<file path="config.mk">
export PLATFORM = sky130hd
export DESIGN_NAME = sat_counter
export DESIGN_NICKNAME = d
export VERILOG_FILES = /design/src/rtl/sat_counter.sv
export SDC_FILE = /design/constraint.sdc
export NUM_CORES = 1
export LEC_CHECK = 0
export CAP_MARGIN = 20
export CORE_MARGIN = 5
export CORE_UTILIZATION = 50
export CTS_BUF_LIST = sky130_fd_sc_hd__clkbuf_4 sky130_fd_sc_hd__clkbuf_8 sky130_fd_sc_hd__clkbuf_16
export CTS_CLUSTER_SIZE = 8
export DETAILED_ROUTE_END_ITERATION = 8
export GPL_TIMING_DRIVEN = 0
export PLACE_DENSITY = 0.75
export SKIP_LAST_GASP = 1
export SYNTH_ARGS = -nofsm -noshare
export SYNTH_HDL_FRONTEND = slang
export SYNTH_SLANG_ARGS = --single-unit
</file>
<file path="constraint.sdc">
create_clock -name clk_i -period 3.3 [get_ports clk_i]
set_input_delay 0.66 -clock clk_i [delete_from_list [all_inputs] [get_ports clk_i]]
set_output_delay 0.66 -clock clk_i [all_outputs]
set_load 0.1 [all_outputs]
</file>
<file path="src/rtl/sat_counter.sv">
// Saturating up-counter with synchronous active-low reset; clear wins over increment.
module sat_counter #(
    parameter int unsigned CntW = 32
) (
    input  logic            clk_i,
    input  logic            rst_ni,
    input  logic            inc_i,
    input  logic            clr_i,
    output logic [CntW-1:0] count_o
);

    logic [CntW-1:0] count_q, count_d;

    always_comb begin
        count_d = count_q;
        if (clr_i) begin
            count_d = '0;
        end else if (inc_i && (count_q != '1)) begin
            count_d = count_q + CntW'(1);
        end
    end

    always_ff @(posedge clk_i) begin
        if (!rst_ni) begin
            count_q <= '0;
        end else begin
            count_q <= count_d;
        end
    end

    assign count_o = count_q;

endmodule

</file>
==> results.cfg, run 1 <==
[final_layout]
final_cells = 291
largest_reg_flops = 32
post_route_cells_drive_above_1_share = 0.08571
final_nets = 249
diodes = 0
finalInstanceArea_um2 = 2132
synthToLayoutAreaGrowth_pct = 27.83

[timing]
slew_headroom = 0.3434
tightestPinTransition_ns = 0.9819
fmax_mhz = 372.1
min_period_ns = 2.688
finalHoldViolations = 0
finalCritPeriodShare = 0.8144
setup_tns_ns = 0
rsz0062_at_grt = no
whs_ns = 0.4902
fin_skew_ns = 0.005035
slew_violations = 0
setup_viol = 0

[route]
drtAntennaViolNets = 0
drc = 0
first_pass_iters = 4
wl_met2_mm = 1.898
via_count = 1671
top_layer_used = met4
finalWirelength_mm = 4.228
wl_met1_mm = 2.022
drt_iter0_drc = 134
vias_per_cell = 5.742
route.met3.wl_um = 255
drt-wirelength-per-cell_um = 14.53

[floorplan]
row_count = 21
die_h_um = 67.76
ioPinCount = 36
die_width_um = 67.76
dieArea_um2 = 4591
core_area_um2 = 3284
start_util = 0.5078

[critical_path]
cp.required_ns = 2.64
crit_family = buffers and inverters
path_class = reg2out
crit_path_end_kind = primary output
cp_cell_sequence = clkdlybuf4s50_1
max_stage_delay_ns = 1.19
cp.arrival_ns = 2.03
crit_path_start_kind = flop
worst-path-buf-inv = 1
critPathSlowestCell = clkdlybuf4s50_1
path_max_fanout = 7

[cts]
cts_setup_buffers = 0
cts_buffer_depth = 2
clock-root-buffer = clkbuf_4
cts_tree = built
path_clk_slew_ns = 0.10
cts.htree.levels = 2
clkLatencyLatePin_ns = 0.34
cts_made_buffers = 5
cts.hold.buffers_added = 0
cts.sinks = 32
post_cts_resized = 0

[placed_design]
dpl.cell_count = 283
routabilityCongestion = 0.8270
dp_hpwl_mm = 3.042
dpl-instance-area_um2 = 2066
portBuffers = 34

[logic_synthesis]
ys.flop_type = dfxtp_1
ys_ff_latch = 32
syn_area_per_cell_um2 = 8.216
synthTopCellsByArea = dfxtp_1, a21oi_1, or3_1, nand4_1, xnor2_1
syn_nets = 208
yosysTopAreaCell = dfxtp_1
synth_edf_count = 0
netlist_instances = 203
yosysWarnings = 0
seq_area_frac_synth = 0.3841
synthesis.area_um2 = 1668
yosysUniqueCellTypes = 40
synth_top_area_frac = 0.3841
synthArstFlopShare = 0

[pwr]
ir_drop_uv = 206.7
leakage_uw = 0.0006445
power_uw = 681.0
p_per_area_nw_per_um2 = 319.4

[grt]
grt_antenna_before_repair = 0
grt_first_pass_wirelength_mm = 7.079
grt_max_degree = 11
grt.total_usage = 0.2045
grt_pass1_vias = 1454
overflow = 0

[outcome]
status = complete, no violations

[hold_path]
hp-class = reg2reg

[flow_run]
maxCapViolations = 0
metrics by stage:
stage	utilization	setup WS [ns]
after global routing	0.6491	0.5326
after floorplan	-	0.6098
after CTS	0.6491	0.5941
after global placement	0.6290	0.8592
final	0.6491	0.6124
after detailed placement	0.6290	0.7939
layer usage:
metal / vias to the layer above / track usage
met5: - / 0
met4: 0 / 0.06835
met3: 5 / 0.05657
met2: 49 / 0.3098
met1: 767 / 0.2779
li1: 850 / -
Yosys cell counts, types with 2 or more instances:
cell type,n
xnor2_1,9
a2111oi_0,2
a31o_1,2
nand3_1,10
and3_1,9
o21ai_0,5
or3_1,15
nor2_1,16
a21oi_1,21
a211oi_1,3
buf_2,2
nand4_1,14
and4_1,3
or2_2,3
nor3_2,2
o21ai_1,10
clkbuf_1,5
inv_1,2
nand2_1,15
nand2b_1,2
dfxtp_1,32
nor4_2,2
or4_1,2
worst paths after layout:
check        slack, ns   startpoint  cells past startpoint     endpoint
max reg2reg       1.01   count_o[0]                      6  count_o[20]
max               0.61  count_o[10]                      1  count_o[10]
min               0.49  count_o[30]                      2  count_o[30]
min reg2reg       0.49  count_o[30]                      2  count_o[30]
report_power, final:
part / switching [uW] / internal [uW]
clock network: 138 / 121
logic: 24.1 / 9.29
registers: 1.28 / 387
total: 163 / 518
cells by family after synthesis:
kind of cell,share of synthesized area
simple gates,0.3451
fa+ha+maj,0.007501
buf+inv,0.02626
compound gates,0.1838
flops,0.3841
xor+xnor,0.04726
mux,0.006002
final cells by class:
class                   instances  area, um^2
plain buffers                   8       36.28
multi-input cells             161       983.4
inverters                       2       7.507
flip-flops and latches         32       640.6
repair buffers                 34       340.3
well taps                      46       57.56
clock buffers                   8       66.31
fillers                       310        1152
placed cells by master (no fill, tap or decap), types with 2 or more instances in the layout:
cell type and instances:
clkbuf_1 5, dfxtp_1 32, xnor2_1 9, and4_1 3
o21ai_1 10, or2_2 3, nand2_1 15, or4_1 2
clkdlybuf4s50_1 34, or3_1 15, a2111oi_0 2, nor2_1 16
nand4_1 14, nand3_1 10, nor4_2 2, a211oi_1 3
a31o_1 2, buf_2 2, nor3_2 2, o21ai_0 5
and3_1 9, a21oi_1 21, nand2b_1 2, clkbuf_4 7
inv_1 2
No activity file was read; power rests on OpenSTA's default activity.
==> run 2: changes to the inputs <==
==> constraint.sdc (replaced) <==
create_clock -name clk_i -period 2.48 [get_ports clk_i]
set_input_delay 0.496 -clock clk_i [delete_from_list [all_inputs] [get_ports clk_i]]
set_output_delay 0.496 -clock clk_i [all_outputs]
set_load 0.1 [all_outputs]
==> results.cfg, run 2 (synthesized netlist as in run 1, its figures left out) <==
[critical_path]
crit_cells = 1
worst-path-buf-inv = 1
critPathSlowestCell = clkdlybuf4s50_1
rr_worst_depth = 6
cp.arrival_ns = 1.93
crit_path_start_kind = flop
max_stage_delay_ns = 1.17
r2r_start = count_o[16]
cp.required_ns = 1.98
reg2reg_to = count_o[15]
crit_family = buffers and inverters
rrSetupSlack_ns = 0.31
cp_cell_sequence = clkdlybuf4s50_1
path_class = reg2out
crit_path_end_kind = primary output
path_max_fanout = 4

[placed_design]
dp_hpwl_mm = 3.186
routabilityCongestion = 0.7804
portBuffers = 34
dpl-instance-area_um2 = 2086

[floorplan]
die_h_um = 67.76
row_count = 21
dieArea_um2 = 4591
ioPinCount = 36
start_util = 0.5078
die_width_um = 67.76
core_area_um2 = 3284

[route]
vias_per_cell = 5.886
drt-wirelength-per-cell_um = 15.40
via_count = 1707
first_pass_iters = 4
drtAntennaViolNets = 0
finalWirelength_mm = 4.466
drc = 0
drt_iter0_drc = 128

[final_layout]
ff_latch_area_um2 = 660.6
finalInstanceArea_um2 = 2161
fillers = 298
post_route_cells_drive_above_1_share = 0.1475
diodes = 0
synthToLayoutAreaGrowth_pct = 29.56
largest_reg_flops = 32
layout_common_cells = clkdlybuf4s50_1, a21oi_1, nor2_1, dfxtp_2, dfxtp_1
final_nets = 249
multiInputGateArea_um2 = 983.4
final_common_cell = clkdlybuf4s50_1

[grt]
overflow = 0
grt_max_degree = 11
grt_pass1_vias = 1620
grt_antenna_before_repair = 0
grt_first_pass_wirelength_mm = 7.541
grt.total_usage = 0.2192

[timing]
setup_viol = 0
fmax_mhz = 411.8
tightestPinTransition_ns = 0.9778
min_period_ns = 2.428
rsz0062_at_grt = no
setup_tns_ns = 0
finalHoldViolations = 0
slew_headroom = 0.3461
slew_violations = 0
fin_skew_ns = 0.01464
finalCritPeriodShare = 0.9791

[outcome]
status = complete, no violations

[cts]
cts.htree.levels = 2
cts.sinks = 32
cts_tree = built
clkLatencyLatePin_ns = 0.34
cts_buffer_depth = 2
post_cts_resized = 0
cts_setup_buffers = 0
path_clk_slew_ns = 0.10
cts.hold.buffers_added = 0
cts_made_buffers = 5
clock-root-buffer = clkbuf_4

[pwr]
leakage_uw = 0.0007256
p_per_area_nw_per_um2 = 417.6
ir_drop_uv = 293.0

[hold_path]
holdPathStages = 2
hp-class = reg2reg
holdPathEnd = count_o[30]
hold_start = count_o[30]

[flow_run]
maxCapViolations = 0
[run 2: cell types whose count changed in the layout (fill, tap and decap cells not counted), sizes merged]
cell           before  now
dlymetal6s2s        0    4
clkbuf             13   12
clkdlybuf4s50      34   30
[run 2: routing by layer]
layer,wire [um],up-vias,GRT usage
met5,0,-,0
met4,83,0,0.1063
met3,197,9,0.03993
met2,2189,53,0.3536
met1,1995,801,0.2791
li1,-,844,-
[run 2: how the worst max path moves through the flow]
stage,endpoint,slack [ns],startpoint
final,count_o[26],0.05,count_o[26]
after CTS,count_o[5],0.005,count_o[5]
after global routing,count_o[8],0.005,count_o[8]
after detailed placement,count_o[10],0.18,clr_i
after floorplan,count_o[20],0.003,count_o[7]
after global placement,count_o[10],0.21,clr_i
[run 2: report_power, final]
group	internal, uW	leakage [uW]	total, uW	switching (uW)
registers	515	0.000266	516	1.72
logic	12.4	0.000422	45.0	32.6
clock network	161	0.0000374	341	180
total	688	0.000726	902	215
[run 2: per-stage QoR]
stage	util	setup slack, ns	cells	power (uW)	hold slack [ns]
CTS	0.6549	0.004792	290	908.9	0.4978
global placement	0.6350	0.2136	283	572.3	0.4688
finish	0.6579	0.05174	290	902.4	0.4955
floorplan	-	0.003170	203	558.4	0.6969
global route	0.6579	0.004914	290	932.4	0.5055
detailed placement	0.6350	0.1831	283	573.2	0.4838
[run 2: area by class of cell]
type / instances / share of cell area
tap: 46 / 0.02664
inverter: 2 / 0.003474
sequential: 32 / 0.3057
buffer: 8 / 0.01679
multi-input combinational: 161 / 0.4551
clock buffer: 7 / 0.03011
timing repair buffer: 34 / 0.1621
[run 2: tightest hold or removal path, cell delays in order, from the launching register on]
cell and delay, ns:
dfxtp_1 0.34, nand2_1 0.06, mux2i_1 0.06
==> run 3: changes to the inputs <==
--- a/config.mk
+++ b/config.mk
@@ -6,7 +6,7 @@
 export NUM_CORES = 1
 export LEC_CHECK = 0
 export CAP_MARGIN = 20
-export CORE_MARGIN = 5
+export CORE_MARGIN = 2
 export CORE_UTILIZATION = 50
 export CTS_BUF_LIST = sky130_fd_sc_hd__clkbuf_4 sky130_fd_sc_hd__clkbuf_8 sky130_fd_sc_hd__clkbuf_16
 export CTS_CLUSTER_SIZE = 8
==> results.cfg, run 3 (synthesized netlist as in run 1, its figures left out) <==
[outcome]
status = complete, no violations

[grt]
grt_antenna_before_repair = 0
grt_first_pass_wirelength_mm = 7.438
overflow = 0
grt_max_degree = 11
grt.total_usage = 0.2628
grt_pass1_vias = 1611

[critical_path]
crit_path_start_kind = flop
cp.arrival_ns = 1.93
critPathSlowestCell = clkdlybuf4s50_1
cp.required_ns = 1.98
crit_family = buffers and inverters
path_max_fanout = 7
cp_cell_sequence = clkdlybuf4s50_1
crit_path_end_kind = primary output
worst-path-buf-inv = 1
max_stage_delay_ns = 1.16
path_class = reg2out

[route]
drt_iter0_drc = 143
drtAntennaViolNets = 0
vias_per_cell = 6.107
finalWirelength_mm = 4.464
first_pass_iters = 4
via_count = 1765
drc = 0
drt-wirelength-per-cell_um = 15.45

[floorplan]
row_count = 20
die_width_um = 61.76
die_h_um = 61.76
core_area_um2 = 3103
ioPinCount = 36
start_util = 0.5375
dieArea_um2 = 3814

[timing]
min_period_ns = 2.431
rsz0062_at_grt = no
setup_viol = 0
tightestPinTransition_ns = 0.9863
setup_tns_ns = 0
finalCritPeriodShare = 0.9802
slew_headroom = 0.3404
fmax_mhz = 411.4
fin_skew_ns = 0.01725
slew_violations = 0
finalHoldViolations = 0

[final_layout]
final_nets = 249
synthToLayoutAreaGrowth_pct = 30.16
post_route_cells_drive_above_1_share = 0.1510
layout_common_cells = clkdlybuf4s50_1, a21oi_1, nor2_1, dfxtp_2, dfxtp_1
fillers = 280
finalInstanceArea_um2 = 2171
diodes = 0
final_common_cell = clkdlybuf4s50_1
largest_reg_flops = 32

[cts]
cts.sinks = 32
clock-root-buffer = clkbuf_4
cts_made_buffers = 5
path_clk_slew_ns = 0.11
cts.htree.levels = 2
cts.hold.buffers_added = 0
cts_buffer_depth = 2
clkLatencyLatePin_ns = 0.35
cts_tree = built

[flow_run]
maxCapViolations = 0

[pwr]
leakage_uw = 0.0007437
ir_drop_uv = 413.3
p_per_area_nw_per_um2 = 447.8

[placed_design]
routabilityCongestion = 0.8305
portBuffers = 34
dp_hpwl_mm = 3.227
dpl-instance-area_um2 = 2083

[hold_path]
hp-class = reg2reg
## run 3: through the flow
step	worst slack (ns)	util	std cells	hold slack (ns)	total power (uW)
2_1_floorplan	0.003170	-	203	0.6969	558.4
3_3_place_gp	0.2033	0.6714	281	0.4678	572.3
3_5_place_dp	0.1935	0.6714	281	0.4833	572.7
4_1_cts	0.02557	0.6964	289	0.5040	976.0
5_1_grt	0.006753	0.6996	289	0.5255	1002
6_report	0.04902	0.6996	289	0.5037	972.1
## run 3: final timing paths
check | slack, ns | depth (start not counted) | from | endpoint
setup / recovery | 0.05 | 1 | count_o[10] | count_o[10]
hold / removal | 0.50 | 2 | count_o[1] | count_o[1]
setup reg to reg | 0.27 | 6 | count_o[0] | count_o[18]
hold reg to reg | 0.50 | 2 | count_o[1] | count_o[1]
## run 3: layer usage
layer / global-route usage / part of all wire
met1: 0.3504 / 0.44
met2: 0.4075 / 0.48
met3: 0.05590 / 0.058
met4: 0.1216 / 0.016
met5: 0 / 0
## run 3: cell type report
class,count,area (um^2),area share
multi-input cells,161,983.4,0.4530
flip-flops and latches,32,660.6,0.3043
repair buffers,34,347.8,0.1602
well taps,44,55.05,0.02536
clock buffers,6,45.04,0.02075
plain buffers,8,36.28,0.01671
clock inverters,2,35.03,0.01614
inverters,2,7.507,0.003458
## run 3: what timing repair did
action,in CTS,in global routing
resized for setup,2,4
setup buffers,0,0
hold endpoints to repair,0,0
setup endpoints to repair,2,4
## run 3: power by group
group	total, uW	switching (uW)	internal [uW]
combinational	44.8	32.4	12.5
clock	411	189	222
sequential	516	1.80	515
